**config.mk**
```make
export PLATFORM = sky130hd
export DESIGN_NAME = cache_ctrl_flat
export DESIGN_NICKNAME = d
export VERILOG_FILES = /design/src/rtl/cache_if.sv /design/src/rtl/cache_ctrl.sv /design/src/flat_wrapper.sv
export SDC_FILE = /design/constraint.sdc
export NUM_CORES = 1
export LEC_CHECK = 0
export BUFFER_PORTS_ARGS = -buffer_cell sky130_fd_sc_hd__buf_2
export CAP_MARGIN = 20
export CORE_UTILIZATION = 56
export CTS_BUF_LIST = sky130_fd_sc_hd__clkbuf_8
export DETAILED_ROUTE_END_ITERATION = 10
export GPL_TIMING_DRIVEN = 1
export HOLD_SLACK_MARGIN = 0.05
export MAX_ROUTING_LAYER = met4
export PLACE_DENSITY = 0.82
export SLEW_MARGIN = 20
export SYNTH_ARGS = -nofsm -noshare
export SYNTH_HDL_FRONTEND = slang
export SYNTH_SLANG_ARGS = --single-unit
export TNS_END_PERCENT = 5
```
**constraint.sdc**
```tcl
create_clock -name clk -period 2.4 [get_ports clk]
set_input_delay 0.36 -clock clk [delete_from_list [all_inputs] [get_ports clk]]
set_output_delay 0.36 -clock clk [all_outputs]
set_load 0.1 [all_outputs]
```
**src/rtl/cache_if.sv**
```systemverilog
// cache_if: bundle of every handshake and bus signal around cache_ctrl.
//
// Signal groups:
//   CPU side     : req_valid/req_ready/req_addr/req_we/req_wdata in,
//                  resp_valid/resp_rdata/resp_hit back.
//   Memory side  : mem_req_valid/mem_req_ready/mem_we/mem_addr/mem_wdata out,
//                  mem_resp_valid/mem_rdata back.
//   Replacement  : index/asso_index/read_trigger/write_trigger to the lru
//                  block, select (victim way) back from it.
//
// Handshake rules: a request transfers on a rising clk edge where both valid
// and ready are high; the sender keeps valid and its payload stable until that
// edge; the receiver may raise ready independently of valid. resp_valid and
// mem_resp_valid are single-cycle pulses with no back-pressure.
//
// modport master : the cache controller's view.
// modport slave  : the environment's view (CPU, memory and lru combined).
interface cache_if #(
    parameter int INDEX_SIZE    = 4,
    parameter int ASSOCIATIVITY = 2,
    parameter int ADDR_WIDTH    = 8,
    parameter int DATA_WIDTH    = 8
);
    localparam int NUM_INDICES = $clog2(INDEX_SIZE);
    localparam int COUNT_SIZE  = $clog2(ASSOCIATIVITY);

    logic                   req_valid;
    logic                   req_ready;
    logic [ADDR_WIDTH-1:0]  req_addr;
    logic                   req_we;
    logic [DATA_WIDTH-1:0]  req_wdata;
    logic                   resp_valid;
    logic [DATA_WIDTH-1:0]  resp_rdata;
    logic                   resp_hit;

    logic                   mem_req_valid;
    logic                   mem_req_ready;
    logic                   mem_we;
    logic [ADDR_WIDTH-1:0]  mem_addr;
    logic [DATA_WIDTH-1:0]  mem_wdata;
    logic                   mem_resp_valid;
    logic [DATA_WIDTH-1:0]  mem_rdata;

    logic [NUM_INDICES-1:0] index;
    logic [COUNT_SIZE-1:0]  asso_index;
    logic [COUNT_SIZE-1:0]  select;
    logic                   read_trigger;
    logic                   write_trigger;

    modport master (
        input  req_valid, req_addr, req_we, req_wdata,
        output req_ready, resp_valid, resp_rdata, resp_hit,
        output mem_req_valid, mem_we, mem_addr, mem_wdata,
        input  mem_req_ready, mem_resp_valid, mem_rdata,
        output index, asso_index, read_trigger, write_trigger,
        input  select
    );

    modport slave (
        output req_valid, req_addr, req_we, req_wdata,
        input  req_ready, resp_valid, resp_rdata, resp_hit,
        input  mem_req_valid, mem_we, mem_addr, mem_wdata,
        output mem_req_ready, mem_resp_valid, mem_rdata,
        input  index, asso_index, read_trigger, write_trigger,
        output select
    );
endinterface

```
**src/rtl/cache_ctrl.sv**
```systemverilog
// cache_ctrl: set-associative, write-back, write-allocate cache controller
// with one-word lines. Holds tag/valid/dirty/data arrays, serves the CPU
// request/response handshake, issues writebacks and fills to memory, and
// drives the lru replacement block (which supplies the victim way).
//
// Ports:
//   clk     : clock, all logic on posedge.
//   reset   : synchronous, active-high; clears valid/dirty and aborts any
//             in-flight operation (tag/data arrays keep their contents).
//   bus     : cache_if.master, CPU, memory and replacement-block signals.
//   state_o : current FSM state, for observation.
module cache_ctrl #(
    parameter int INDEX_SIZE    = 4,
    parameter int ASSOCIATIVITY = 2,
    parameter int ADDR_WIDTH    = 8,
    parameter int DATA_WIDTH    = 8
) (
    input  logic         clk,
    input  logic         reset,
    cache_if.master      bus,
    output logic [2:0]   state_o
);
    localparam int NUM_INDICES = $clog2(INDEX_SIZE);
    localparam int COUNT_SIZE  = $clog2(ASSOCIATIVITY);
    localparam int TAG_W       = ADDR_WIDTH - NUM_INDICES;

    typedef enum logic [2:0] {
        S_IDLE      = 3'd0,
        S_LOOKUP    = 3'd1,
        S_WB        = 3'd2,
        S_FILL      = 3'd3,
        S_FILL_WAIT = 3'd4,
        S_RESP      = 3'd5
    } state_t;

    state_t                 state_q;
    logic [ADDR_WIDTH-1:0]  addr_q;
    logic                   we_q;
    logic [DATA_WIDTH-1:0]  wdata_q;
    logic                   hit_q;
    logic [COUNT_SIZE-1:0]  victim_q;
    logic [NUM_INDICES-1:0] index_q;
    logic [COUNT_SIZE-1:0]  asso_index_q;
    logic                   read_trigger_q;
    logic                   req_ready_q;
    logic                   resp_valid_q;
    logic [DATA_WIDTH-1:0]  resp_rdata_q;
    logic                   resp_hit_q;
    logic                   mem_req_valid_q;
    logic                   mem_we_q;
    logic [ADDR_WIDTH-1:0]  mem_addr_q;
    logic [DATA_WIDTH-1:0]  mem_wdata_q;

    logic [TAG_W-1:0]         tag_q   [INDEX_SIZE][ASSOCIATIVITY];
    logic [DATA_WIDTH-1:0]    data_q  [INDEX_SIZE][ASSOCIATIVITY];
    logic [ASSOCIATIVITY-1:0] valid_q [INDEX_SIZE];
    logic [ASSOCIATIVITY-1:0] dirty_q [INDEX_SIZE];

    logic [NUM_INDICES-1:0] req_idx;
    logic [TAG_W-1:0]       req_tag;
    logic [NUM_INDICES-1:0] lat_idx;
    logic [TAG_W-1:0]       lat_tag;
    logic                   hit_d;
    logic [COUNT_SIZE-1:0]  hit_way_d;
    logic [COUNT_SIZE-1:0]  victim_d;

    assign req_idx = bus.req_addr[NUM_INDICES-1:0];
    assign req_tag = bus.req_addr[ADDR_WIDTH-1:NUM_INDICES];
    assign lat_idx = addr_q[NUM_INDICES-1:0];
    assign lat_tag = addr_q[ADDR_WIDTH-1:NUM_INDICES];

    // The tag compare runs on the incoming address while still in IDLE. The
    // arrays cannot change between acceptance and LOOKUP, so registering the
    // result lets read_trigger and asso_index be flops that are valid for the
    // whole LOOKUP cycle. Scanning downwards makes the lowest matching way win.
    always_comb begin
        hit_d     = 1'b0;
        hit_way_d = '0;
        for (int w = ASSOCIATIVITY - 1; w >= 0; w--) begin
            if (valid_q[req_idx][w] && (tag_q[req_idx][w] == req_tag)) begin
                hit_d     = 1'b1;
                hit_way_d = COUNT_SIZE'(w);
            end
        end
    end

    // An out-of-range way from the replacement block falls back to way 0.
    always_comb begin
        victim_d = bus.select;
        if (32'(bus.select) >= ASSOCIATIVITY) begin
            victim_d = '0;
        end
    end

    always_ff @(posedge clk) begin
        if (reset) begin
            state_q         <= S_IDLE;
            req_ready_q     <= 1'b1;
            resp_valid_q    <= 1'b0;
            mem_req_valid_q <= 1'b0;
            mem_we_q        <= 1'b0;
            read_trigger_q  <= 1'b0;
            for (int s = 0; s < INDEX_SIZE; s++) begin
                valid_q[s] <= '0;
                dirty_q[s] <= '0;
            end
        end else begin
            resp_valid_q   <= 1'b0;
            read_trigger_q <= 1'b0;
            case (state_q)
                S_IDLE: begin
                    if (bus.req_valid) begin
                        addr_q         <= bus.req_addr;
                        we_q           <= bus.req_we;
                        wdata_q        <= bus.req_wdata;
                        index_q        <= req_idx;
                        hit_q          <= hit_d;
                        asso_index_q   <= hit_way_d;
                        read_trigger_q <= hit_d;
                        req_ready_q    <= 1'b0;
                        state_q        <= S_LOOKUP;
                    end
                end
                S_LOOKUP: begin
                    if (hit_q) begin
                        if (we_q) begin
                            data_q[lat_idx][asso_index_q]  <= wdata_q;
                            dirty_q[lat_idx][asso_index_q] <= 1'b1;
                            resp_rdata_q                   <= wdata_q;
                        end else begin
                            resp_rdata_q <= data_q[lat_idx][asso_index_q];
                        end
                        resp_valid_q <= 1'b1;
                        resp_hit_q   <= 1'b1;
                        state_q      <= S_RESP;
                    end else begin
                        victim_q        <= victim_d;
                        asso_index_q    <= victim_d;
                        mem_req_valid_q <= 1'b1;
                        if (valid_q[lat_idx][victim_d] && dirty_q[lat_idx][victim_d]) begin
                            mem_we_q    <= 1'b1;
                            mem_addr_q  <= {tag_q[lat_idx][victim_d], lat_idx};
                            mem_wdata_q <= data_q[lat_idx][victim_d];
                            state_q     <= S_WB;
                        end else begin
                            mem_we_q   <= 1'b0;
                            mem_addr_q <= addr_q;
                            state_q    <= S_FILL;
                        end
                    end
                end
                S_WB: begin
                    // Writeback accepted: the fill read follows back to back.
                    if (bus.mem_req_ready) begin
                        mem_we_q   <= 1'b0;
                        mem_addr_q <= addr_q;
                        state_q    <= S_FILL;
                    end
                end
                S_FILL: begin
                    if (bus.mem_req_ready) begin
                        mem_req_valid_q <= 1'b0;
                        state_q         <= S_FILL_WAIT;
                    end
                end
                S_FILL_WAIT: begin
                    if (bus.mem_resp_valid) begin
                        valid_q[lat_idx][victim_q] <= 1'b1;
                        dirty_q[lat_idx][victim_q] <= we_q;
                        tag_q[lat_idx][victim_q]   <= lat_tag;
                        data_q[lat_idx][victim_q]  <= we_q ? wdata_q : bus.mem_rdata;
                        resp_rdata_q               <= we_q ? wdata_q : bus.mem_rdata;
                        resp_valid_q               <= 1'b1;
                        resp_hit_q                 <= 1'b0;
                        state_q                    <= S_RESP;
                    end
                end
                S_RESP: begin
                    req_ready_q <= 1'b1;
                    state_q     <= S_IDLE;
                end
                default: begin
                    req_ready_q <= 1'b1;
                    state_q     <= S_IDLE;
                end
            endcase
        end
    end

    // The fill pulse must coincide with the cycle the victim way is installed,
    // which is only known from mem_resp_valid in that same cycle.
    assign bus.write_trigger = !reset && (state_q == S_FILL_WAIT) && bus.mem_resp_valid;

    assign bus.req_ready     = req_ready_q;
    assign bus.resp_valid    = resp_valid_q;
    assign bus.resp_rdata    = resp_rdata_q;
    assign bus.resp_hit      = resp_hit_q;
    assign bus.mem_req_valid = mem_req_valid_q;
    assign bus.mem_we        = mem_we_q;
    assign bus.mem_addr      = mem_addr_q;
    assign bus.mem_wdata     = mem_wdata_q;
    assign bus.index         = index_q;
    assign bus.asso_index    = asso_index_q;
    assign bus.read_trigger  = read_trigger_q;
    assign state_o           = state_q;
endmodule

```
**src/flat_wrapper.sv**
```systemverilog
// flat-port wrapper written by rule: the top's interface ports become plain ports
module cache_ctrl_flat 
#(
    parameter int INDEX_SIZE    = 4,
    parameter int ASSOCIATIVITY = 2,
    parameter int ADDR_WIDTH    = 8,
    parameter int DATA_WIDTH    = 8
)
  (clk, reset, state_o, bus_req_valid, bus_req_addr, bus_req_we, bus_req_wdata, bus_req_ready, bus_resp_valid, bus_resp_rdata, bus_resp_hit, bus_mem_req_valid, bus_mem_we, bus_mem_addr, bus_mem_wdata, bus_mem_req_ready, bus_mem_resp_valid, bus_mem_rdata, bus_index, bus_asso_index, bus_read_trigger, bus_write_trigger, bus_select);
  cache_if #(.INDEX_SIZE(INDEX_SIZE), .ASSOCIATIVITY(ASSOCIATIVITY), .ADDR_WIDTH(ADDR_WIDTH), .DATA_WIDTH(DATA_WIDTH)) bus_i ();
  input  logic clk;
  input  logic reset;
  output logic [2:0] state_o;
  input wire logic [$bits(bus_i.req_valid)-1:0] bus_req_valid;
  input wire logic [$bits(bus_i.req_addr)-1:0] bus_req_addr;
  input wire logic [$bits(bus_i.req_we)-1:0] bus_req_we;
  input wire logic [$bits(bus_i.req_wdata)-1:0] bus_req_wdata;
  output wire logic [$bits(bus_i.req_ready)-1:0] bus_req_ready;
  output wire logic [$bits(bus_i.resp_valid)-1:0] bus_resp_valid;
  output wire logic [$bits(bus_i.resp_rdata)-1:0] bus_resp_rdata;
  output wire logic [$bits(bus_i.resp_hit)-1:0] bus_resp_hit;
  output wire logic [$bits(bus_i.mem_req_valid)-1:0] bus_mem_req_valid;
  output wire logic [$bits(bus_i.mem_we)-1:0] bus_mem_we;
  output wire logic [$bits(bus_i.mem_addr)-1:0] bus_mem_addr;
  output wire logic [$bits(bus_i.mem_wdata)-1:0] bus_mem_wdata;
  input wire logic [$bits(bus_i.mem_req_ready)-1:0] bus_mem_req_ready;
  input wire logic [$bits(bus_i.mem_resp_valid)-1:0] bus_mem_resp_valid;
  input wire logic [$bits(bus_i.mem_rdata)-1:0] bus_mem_rdata;
  output wire logic [$bits(bus_i.index)-1:0] bus_index;
  output wire logic [$bits(bus_i.asso_index)-1:0] bus_asso_index;
  output wire logic [$bits(bus_i.read_trigger)-1:0] bus_read_trigger;
  output wire logic [$bits(bus_i.write_trigger)-1:0] bus_write_trigger;
  input wire logic [$bits(bus_i.select)-1:0] bus_select;
  assign bus_i.req_valid = bus_req_valid;
  assign bus_i.req_addr = bus_req_addr;
  assign bus_i.req_we = bus_req_we;
  assign bus_i.req_wdata = bus_req_wdata;
  assign bus_req_ready = bus_i.req_ready;
  assign bus_resp_valid = bus_i.resp_valid;
  assign bus_resp_rdata = bus_i.resp_rdata;
  assign bus_resp_hit = bus_i.resp_hit;
  assign bus_mem_req_valid = bus_i.mem_req_valid;
  assign bus_mem_we = bus_i.mem_we;
  assign bus_mem_addr = bus_i.mem_addr;
  assign bus_mem_wdata = bus_i.mem_wdata;
  assign bus_i.mem_req_ready = bus_mem_req_ready;
  assign bus_i.mem_resp_valid = bus_mem_resp_valid;
  assign bus_i.mem_rdata = bus_mem_rdata;
  assign bus_index = bus_i.index;
  assign bus_asso_index = bus_i.asso_index;
  assign bus_read_trigger = bus_i.read_trigger;
  assign bus_write_trigger = bus_i.write_trigger;
  assign bus_i.select = bus_select;
  cache_ctrl #(.INDEX_SIZE(INDEX_SIZE), .ASSOCIATIVITY(ASSOCIATIVITY), .ADDR_WIDTH(ADDR_WIDTH), .DATA_WIDTH(DATA_WIDTH)) u_core (.clk(clk), .reset(reset), .bus(bus_i), .state_o(state_o));
endmodule
```
---- Yosys cells after proc, flatten, opt, wreduce, memory -nomap -nowiden ----
Memories as Yosys holds them, arrays and structs flattened. A register that Yosys moved wholly into a read port is not among the register bits.
Index checks and enable logic that the tools add are counted.
operators by class
  reductions and logical operators ........ 29
  bitwise gates (word level) .............. 26
  equal/unequal tests ..................... 12
  muxes and demuxes ....................... 100
  $lt $le $gt $ge ......................... 10
operators by type and width
  cell                                                                          number
  8-bit two-way mux                                                             15
  1-bit two-way mux                                                             47
  16-bit two-way mux                                                            2
  8-bit case mux with 2 select lines                                            2
  2-bit two-way mux                                                             12
  6-bit two-way mux                                                             4
  4-bit AND reduction                                                           5
  1-bit OR                                                                      18
  8-bit demux with 1-bit select                                                 2
  3-bit two-way mux                                                             5
  3-bit case mux with 5 select lines                                            1
  6-bit == test                                                                 2
  12-bit two-way mux                                                            1
  1-bit case mux with 2 select lines                                            6
  3-bit AND reduction                                                           4
  2-bit inequality test, second input constant                                  5
  1-bit logical AND                                                             9
  2-bit nonzero test                                                            4
  6-bit demux with 1-bit select                                                 1
  3-bit by 2-bit == test with 1-bit output, second input constant               2
  2-bit >= comparator, second input constant                                    3
  1-bit by 2-bit less-than comparator with 1-bit output, second input constant  3
  1-bit NOT with 2-bit output                                                   3
  1-bit NOT                                                                     5
  12 further kinds                                                              16
word-level totals
  output and inout port bits .............. 37
  bits in writable memories ............... 128
  memories ................................ 4
  register bits after elaboration ......... 55
memory list
  memory          words  bits a word  rd ports  clocked after memory_dff  write ports  RTL line          source
  u_core.data_q   4      16           1         1                         1            cache_ctrl.sv:55  logic [DATA_WIDTH-1:0] data_q [INDEX_SIZE][ASSOCIATIVITY];
  u_core.tag_q    4      12           2         1                         1            cache_ctrl.sv:54  logic [TAG_W-1:0] tag_q [INDEX_SIZE][ASSOCIATIVITY];
  u_core.dirty_q  4      2            1         1                         4            cache_ctrl.sv:57  logic [ASSOCIATIVITY-1:0] dirty_q [INDEX_SIZE];
  u_core.valid_q  4      2            2         1                         4            cache_ctrl.sv:56  logic [ASSOCIATIVITY-1:0] valid_q [INDEX_SIZE];

---- Longest topological paths before layout ----
Gate-level depths: netlist (run 1).
  word-level depth ........................ 8
  depth in mapped cells ................... 8

---- Worst setup path after synthesis (run 1) ----
No wires, ideal clock.
  path type ............................... register -> output
  start point ............................. reg u_core.state_q[2] (netlist: u_core.state_o[2])
  end point ............................... out bus_write_trigger
  setup slack ............................. -1.032 ns
  cell stages (with the launch flop) ...... 4
  arrival time ............................ 3.072 ns
  data required time ...................... 2.040 ns
  buffers on the path ..................... 0
  cell sequence ........................... dfxtp_1 > nor3b_2 > nand2_1 > nor2_1
on the way
  longest elaborated chain between the ends .. 3
RTL lines
  element                         RTL line            source
  start, declared                 cache_ctrl.sv:36    state_t state_q;
  start signal, assigned          cache_ctrl.sv:97    state_q <= S_IDLE;
  start signal, assigned          cache_ctrl.sv:121   state_q <= S_LOOKUP;
  start signal, assigned          cache_ctrl.sv:135   state_q <= S_RESP;
  3-bit == test                   cache_ctrl.sv:192   assign bus.write_trigger = !reset && (state_q == S_FILL_WAIT) && bus.mem_resp_valid;
  1-bit logical AND (2 in a row)  cache_ctrl.sv:192
  end, declared                   flat_wrapper.sv:32  output wire logic [$bits(bus_i.write_trigger)-1:0] bus_write_trigger;
Every way passes these cells.

==> results of run 1 <==
==> worst max path at each step <==
stage | endpoint | from | depth (start not counted) | slack [ns]
detailed placement | u_core.bus.asso_index | bus_req_addr[0] | 7 | -0.16
global route | u_core.bus.asso_index | u_core.tag_q[3][11] | 6 | -0.06
floorplan | u_core.data_q[0][10] | u_core.state_o[2] | 6 | -0.04
finish | u_core.bus.asso_index | u_core.tag_q[3][11] | 6 | 0.004
global placement | u_core.bus.asso_index | bus_req_addr[0] | 7 | -0.14
CTS | u_core.bus.asso_index | u_core.tag_q[3][11] | 6 | 0.02
==> power by group through the flow <==
stage               Sequential, mW  Clock [mW]  Combinational, mW
floorplan                     3.93           0              0.491
detailed placement            3.72           0              0.946
global placement              3.72           0              0.921
global route                  3.66        2.11               1.02
finish                        3.65        1.98              0.959
CTS                           3.65        2.00              0.957
==> layer usage <==
layer  up-vias  global-route usage
li1       2230                   -
met1      2523               0.338
met2       265               0.404
met3        40              0.0463
met4         0               0.123
met5         -                   -
==> cell type report <==
cell class | count | share of cell area
clock buffer | 17 | 0.0254
clock inverter | 15 | 0.0159
inverter | 7 | 0.00286
multi-input combinational | 306 | 0.265
sequential | 183 | 0.587
tap | 180 | 0.0245
timing repair buffer | 114 | 0.0789
==> logic make-up (layout without fill, tap and decap cells) <==
logic type	Yosys count	after routing	share of synthesized area
AOI/OAI and AO/OA	75	75	0.0526
xor gates and xnor gates	17	17	0.0186
and+or+nand+nor	136	136	0.0760
muxes	78	78	0.154
DFF	183	183	0.673
buffers and inverters	44	153	0.0256
==> per-stage QoR <==
step | worst slack (ns) | instances | utilization | hold slack [ns]
after floorplan | -0.0442 | 533 | - | 0.459
after global placement | -0.137 | 786 | 0.629 | 0.439
after global routing | -0.0597 | 822 | 0.660 | 0.0601
final | 0.00429 | 822 | 0.660 | 0.0760
after detailed placement | -0.156 | 786 | 0.629 | 0.461
after CTS | 0.0188 | 822 | 0.659 | 0.0516
==> cells in the final DEF, fill, tap and decap left out, types with 11 or more instances in the layout <==
| master | n |
|---|---|
| a21oi_1 | 20 |
| buf_2 | 66 |
| buf_4 | 42 |
| clkbuf_8 | 17 |
| edfxtp_1 | 173 |
| mux2_1 | 16 |
| mux2i_1 | 19 |
| mux4_2 | 34 |
| nand2_1 | 55 |
| nor2_1 | 36 |
| nor3_1 | 11 |
| o21ai_1 | 31 |
| xnor2_1 | 15 |
==> worst max-delay path, delay by kind of cell, from the launching register on <==
| family | cells | cell delay (ns) |
|---|---|---|
| flops | 1 | 0.41 |
| mux | 1 | 0.52 |
| compound gates | 1 | 0.21 |
| xor+xnor | 1 | 0.14 |
| simple gates | 3 | 0.88 |
==> registers in the layout, indices dropped and copies added, names as in the netlist, named ones only <==
register	count
u_core.bus.mem_we	1
u_core.bus.asso_index	1
u_core.victim_q	1
u_core.bus.resp_valid	1
u_core.bus.mem_req_valid	1
u_core.state_o	3
u_core.wdata_q	8
u_core.data_q	64
u_core.bus.resp_rdata	8
u_core.tag_q	48
u_core.bus.req_ready	1
u_core.dirty_q	8
u_core.hit_q	1
u_core.bus.mem_wdata	8
u_core.bus.mem_addr	8
u_core.we_q	1
u_core.addr_q	7
u_core.bus.index	1
u_core.valid_q	8
u_core.bus.read_trigger	1
u_core.bus.resp_hit	1
==> what timing repair did <==
action                                  CTS  global route
endpoints found under the hold margin     4             0
buffers inserted                          0             0
endpoints found under the setup margin    0            33
hold buffers                              4             0
resized for setup                         0             2
==> results.yml, run 1 <==
synth:
  synth-edff-count: 173
  synth_most_common_cell: "edfxtp_1"
  yosys-top-cells-count: "edfxtp_1, nand2_1, nor2_1, mux4_2, o21ai_1"
  syn_area_um2: 8020
  ys_seq_area_frac: 0.673
  synthDistinctLibCells: 45
  synthTopCellsByArea: "edfxtp_1, mux4_2, nand2_1"
  synth_largest_area_cell: "edfxtp_1"
  synth_top_flop_cell: "edfxtp_1"
  ys_ff_latch: 183
  synth_top_area_share: 0.648
  synth_nets: 564
  async_reset_ff_frac: 0
  ys_warn_count: 0
  syn_inst: 533
  avgSynthCellArea_um2: 15.0
power:
  p_clk_frac: 0.300
  finalPower_mw: 6.59
  leakage_nw: 3.23
  combPwrFrac: 0.146
  switchingPower_mw: 1.83
  ir_worst_vdd_v: 0.000343
  p_sw_frac: 0.278
  p_seq_frac: 0.554
  powerDensity_nw_per_um2: 716
  power.internal_mw: 4.76
route:
  vias_per_cell: 6.15
  routed-wl-met3_mm: 1.54
  drt-pass1-iter-count: 5
  met1Wirelength_mm: 6.96
  ant_nets: 0
  wl_met2_mm: 8.55
  drtIter0Drc: 601
  totalWireLength_mm: 17.5
  avgRoutedWirePerCell_um: 21.3
  num_vias: 5058
  top_layer: "met4"
  drc: 0
floorplanning:
  start_util: 0.575
  num_rows: 43
  core_um2: 13900
  ios: 68
  die-area_um2: 14800
  die_y_um: 122
  fp.dieW_um: 122
global_routing:
  grt_pass1_vias: 4958
  track_usage: 0.261
  antenna_found_initial: 0
  grt-ovfl-total: 0
  grt_pass1_wl_mm: 26.9
  grt_max_degree: 37
final_layout:
  layout-drive-gt1-share: 0.315
  multi_input_area_um2: 2440
  regArea_um2: 5400
  final_nets: 660
  stdcell_area_um2: 9200
  n_fill_cell: 936
  area_delta_synth_final_pct: 14.7
  n_antenna_cell: 0
sta:
  timing.fmax_ghz: 0.417
  fin_crit_ns: 2.40
  skew_ns: 0.00906
  slew_headroom: 0.588
  slew_viol_final: 0
  post-route-period-util: 0.998
  final-hold-violation-count: 0
  tns_ns: 0
  rsz0062_at_grt: "yes"
  timing_worst_slew_pin_value_ns: 0.618
  setup_viol: 0
worst_setup_path:
  worst_path_largest_cell_delay_ns: 0.52
  r2r-end: "u_core.bus.asso_index"
  cp_cell_sequence: "mux4_2, xnor2_2, nand2_1, or4_1, or3b_4, a31o_1"
  required_ns: 2.62
  cp.arrival_ns: 2.62
  critPathKind: "flop to flop"
  r2r_setup_slack_ns: 0.004
  critical_path.max_fanout: 2
  crit_path_top_delay_cell: "mux4_2"
  end_kind: "flop"
  rr_startpoint: "u_core.tag_q[3][11]"
  start_kind: "flop"
  reg2reg_depth: 6
worst_hold_path:
  min_path_cells: 1
  holdPathEnd: "u_core.we_q"
  hp-start: "bus_req_we"
  hold_path_class: "primary input to flop"
place:
  portBuffers: 67
  dp_hpwl_mm: 12.0
  place_area_um2: 8770
  finalWeightedCongestion: 0.906
cts:
  clk_latency_ns: 0.46
  cts_tree: "built"
  cts_sinks: 183
  path_clk_slew_ns: 0.10
  htreeDepth: 4
  cts-root-buf: "clkbuf_8"
  cts_made_buffers: 17
  clock_path_buffers: 2
run_status:
  outcome: "complete, no violations"
job:
  maxCapViolations: 0
No activity file was read; power rests on OpenSTA's default activity.
==> run 2: changes to the inputs <==
--- a/config.mk
+++ b/config.mk
@@ -9,4 +9,4 @@
 export CAP_MARGIN = 20
-export CORE_UTILIZATION = 56
-export CTS_BUF_LIST = sky130_fd_sc_hd__clkbuf_8
+export CORE_UTILIZATION = 50
+export CTS_BUF_LIST = sky130_fd_sc_hd__clkbuf_2 sky130_fd_sc_hd__clkbuf_4 sky130_fd_sc_hd__clkbuf_8
 export DETAILED_ROUTE_END_ITERATION = 10
@@ -15,3 +15,3 @@
 export MAX_ROUTING_LAYER = met4
-export PLACE_DENSITY = 0.82
+export PLACE_DENSITY = 0.75
 export SLEW_MARGIN = 20
==> constraint.sdc (replaced) <==
create_clock -name clk -period 2.4 [get_ports clk]
set_input_delay 0.12 -clock clk [delete_from_list [all_inputs] [get_ports clk]]
set_output_delay 0.12 -clock clk [all_outputs]
set_load 0.1 [all_outputs]
==> results.yml, run 2 (synthesis gave the netlist of run 1 again) <==
run_status:
  outcome: "complete, no violations"
floorplanning:
  num_rows: 45
  core_um2: 15400
  die-area_um2: 16500
  fp.dieW_um: 129
  die_y_um: 129
  ios: 68
  start_util: 0.520
place:
  dp_slack_ns: 0.0408
  dp_hpwl_mm: 12.1
  finalWeightedCongestion: 0.833
  portBuffers: 67
power:
  switchingPower_mw: 1.79
  power.internal_mw: 4.91
  combPwrFrac: 0.147
  p_sw_frac: 0.267
  finalPower_mw: 6.69
  p_clk_frac: 0.307
  ir_worst_vdd_v: 0.000350
  leakage_nw: 3.28
  powerDensity_nw_per_um2: 713
  p_seq_frac: 0.546
sta:
  timing.fmax_ghz: 0.424
  final-hold-violation-count: 0
  slew_viol_final: 0
  setup_viol: 0
  rsz0062_at_grt: "yes"
  post-route-period-util: 0.982
  setup_ws_ns: 0.0434
  slew_headroom: 0.619
  tns_ns: 0
  timing_worst_slew_pin_value_ns: 0.572
  fin_crit_ns: 2.36
  skew_ns: 0.0164
route:
  drt-pass1-iter-count: 5
  totalWireLength_mm: 17.6
  drc: 0
  ant_nets: 0
  vias_per_cell: 5.84
  num_vias: 5048
  avgRoutedWirePerCell_um: 20.4
  drtIter0Drc: 591
global_routing:
  grt_max_degree: 20
  grt_pass1_wl_mm: 27.5
  grt_pass1_vias: 4870
  grt-ovfl-total: 0
  antenna_found_initial: 0
  track_usage: 0.237
cts:
  cts_made_buffers: 17
  htreeDepth: 4
  cts_tree: "built"
  cts-root-buf: "clkbuf_8"
  post-cts-setup-buffer-count: 0
  cts_sinks: 183
  path_clk_slew_ns: 0.10
  clk_latency_ns: 0.46
  clock_path_buffers: 2
final_layout:
  largest_reg_flops: 64
  largestRegisters: "u_core.data_q (64), u_core.tag_q (48)"
  mostFrequentLayoutCell: "edfxtp_1"
  mostFrequentLayoutCells: "edfxtp_1, buf_2, nand2_1"
  largest-register: "u_core.data_q"
  multi_input_area_um2: 2440
  area_delta_synth_final_pct: 17.1
  n_antenna_cell: 0
  final_nets: 672
  n_fill_cell: 1163
  regArea_um2: 5400
  post-route-util: 0.609
  layout-drive-gt1-share: 0.300
worst_setup_path:
  cp.arrival_ns: 2.59
  required_ns: 2.63
  critPathKind: "flop to flop"
  start_kind: "flop"
  end_kind: "flop"
  critical_path.max_fanout: 3
worst_hold_path:
  hold_path_class: "primary input to flop"
job:
  maxCapViolations: 0
run 2: cell count changes in the layout (fill, tap and decap cells not counted):
cell,delta
inv_6,-1
nor2_4,+1
buf_4,-7
dlygate4sd3_1,+18
clkinv_1,-1
nor2_1,+1
nor2_2,-2
inv_8,-2
clkinv_4,-3
clkbuf_8,+4
clkbuf_4,+3
buf_2,+1
run 2: worst paths after layout:
check | from | endpoint | slack, ns | cells after the start
worst min-delay path | bus_mem_rdata[2] | u_core.bus.resp_rdata[2] | 0.08 | 3
worst max register to register | u_core.tag_q[3][10] | u_core.bus.asso_index | 0.04 | 6
worst min register to register | u_core.bus.mem_we | u_core.bus.mem_we | 0.45 | 2
worst max-delay path | u_core.tag_q[3][10] | u_core.bus.asso_index | 0.04 | 6
run 2: repair_timing:
action                                  4_1_cts  5_1_grt
hold endpoints to repair                     28        0
gates resized for setup                       0        2
hold buffers                                 22        0
endpoints found under the setup margin        0       71
run 2: power groups by stage:
stage	sequential [mW]	clock [mW]	combinational [mW]
after CTS	3.65	2.08	0.977
after floorplan	3.93	0	0.491
final	3.65	2.06	0.983
after global routing	3.66	2.20	1.05
after global placement	3.72	0	0.928
after detailed placement	3.73	0	0.946
run 2: per-layer routing:
layer | track usage | wire (um) | vias up
met5 | - | 0 | -
met4 | 0.0803 | 290 | 0
met3 | 0.0536 | 1490 | 30
met2 | 0.353 | 8370 | 249
met1 | 0.324 | 7470 | 2514
li1 | - | - | 2255
run 2: worst max-delay path: stages, from the launching register on:
cell,delay [ns]
edfxtp_1,0.40
mux4_2,0.52
xnor2_2,0.13
nand2_1,0.07
or4_1,0.39
or3b_4,0.40
a31o_1,0.21
run 2: cell type report:
class,instances,share of cell area
inverter,7,0.00280
tap,211,0.0281
timing repair buffer,126,0.0914
clock inverter,8,0.00906
multi-input combinational,306,0.260
sequential,183,0.575
clock buffer,24,0.0332
run 2: metrics by stage:
step	cells	hold WS [ns]	area, um^2
2_1_floorplan	533	0.219	8040
3_3_place_gp	811	0.297	8760
3_5_place_dp	811	0.299	8760
4_1_cts	865	0.0513	9380
5_1_grt	865	0.0723	9390
6_report	865	0.0825	9390
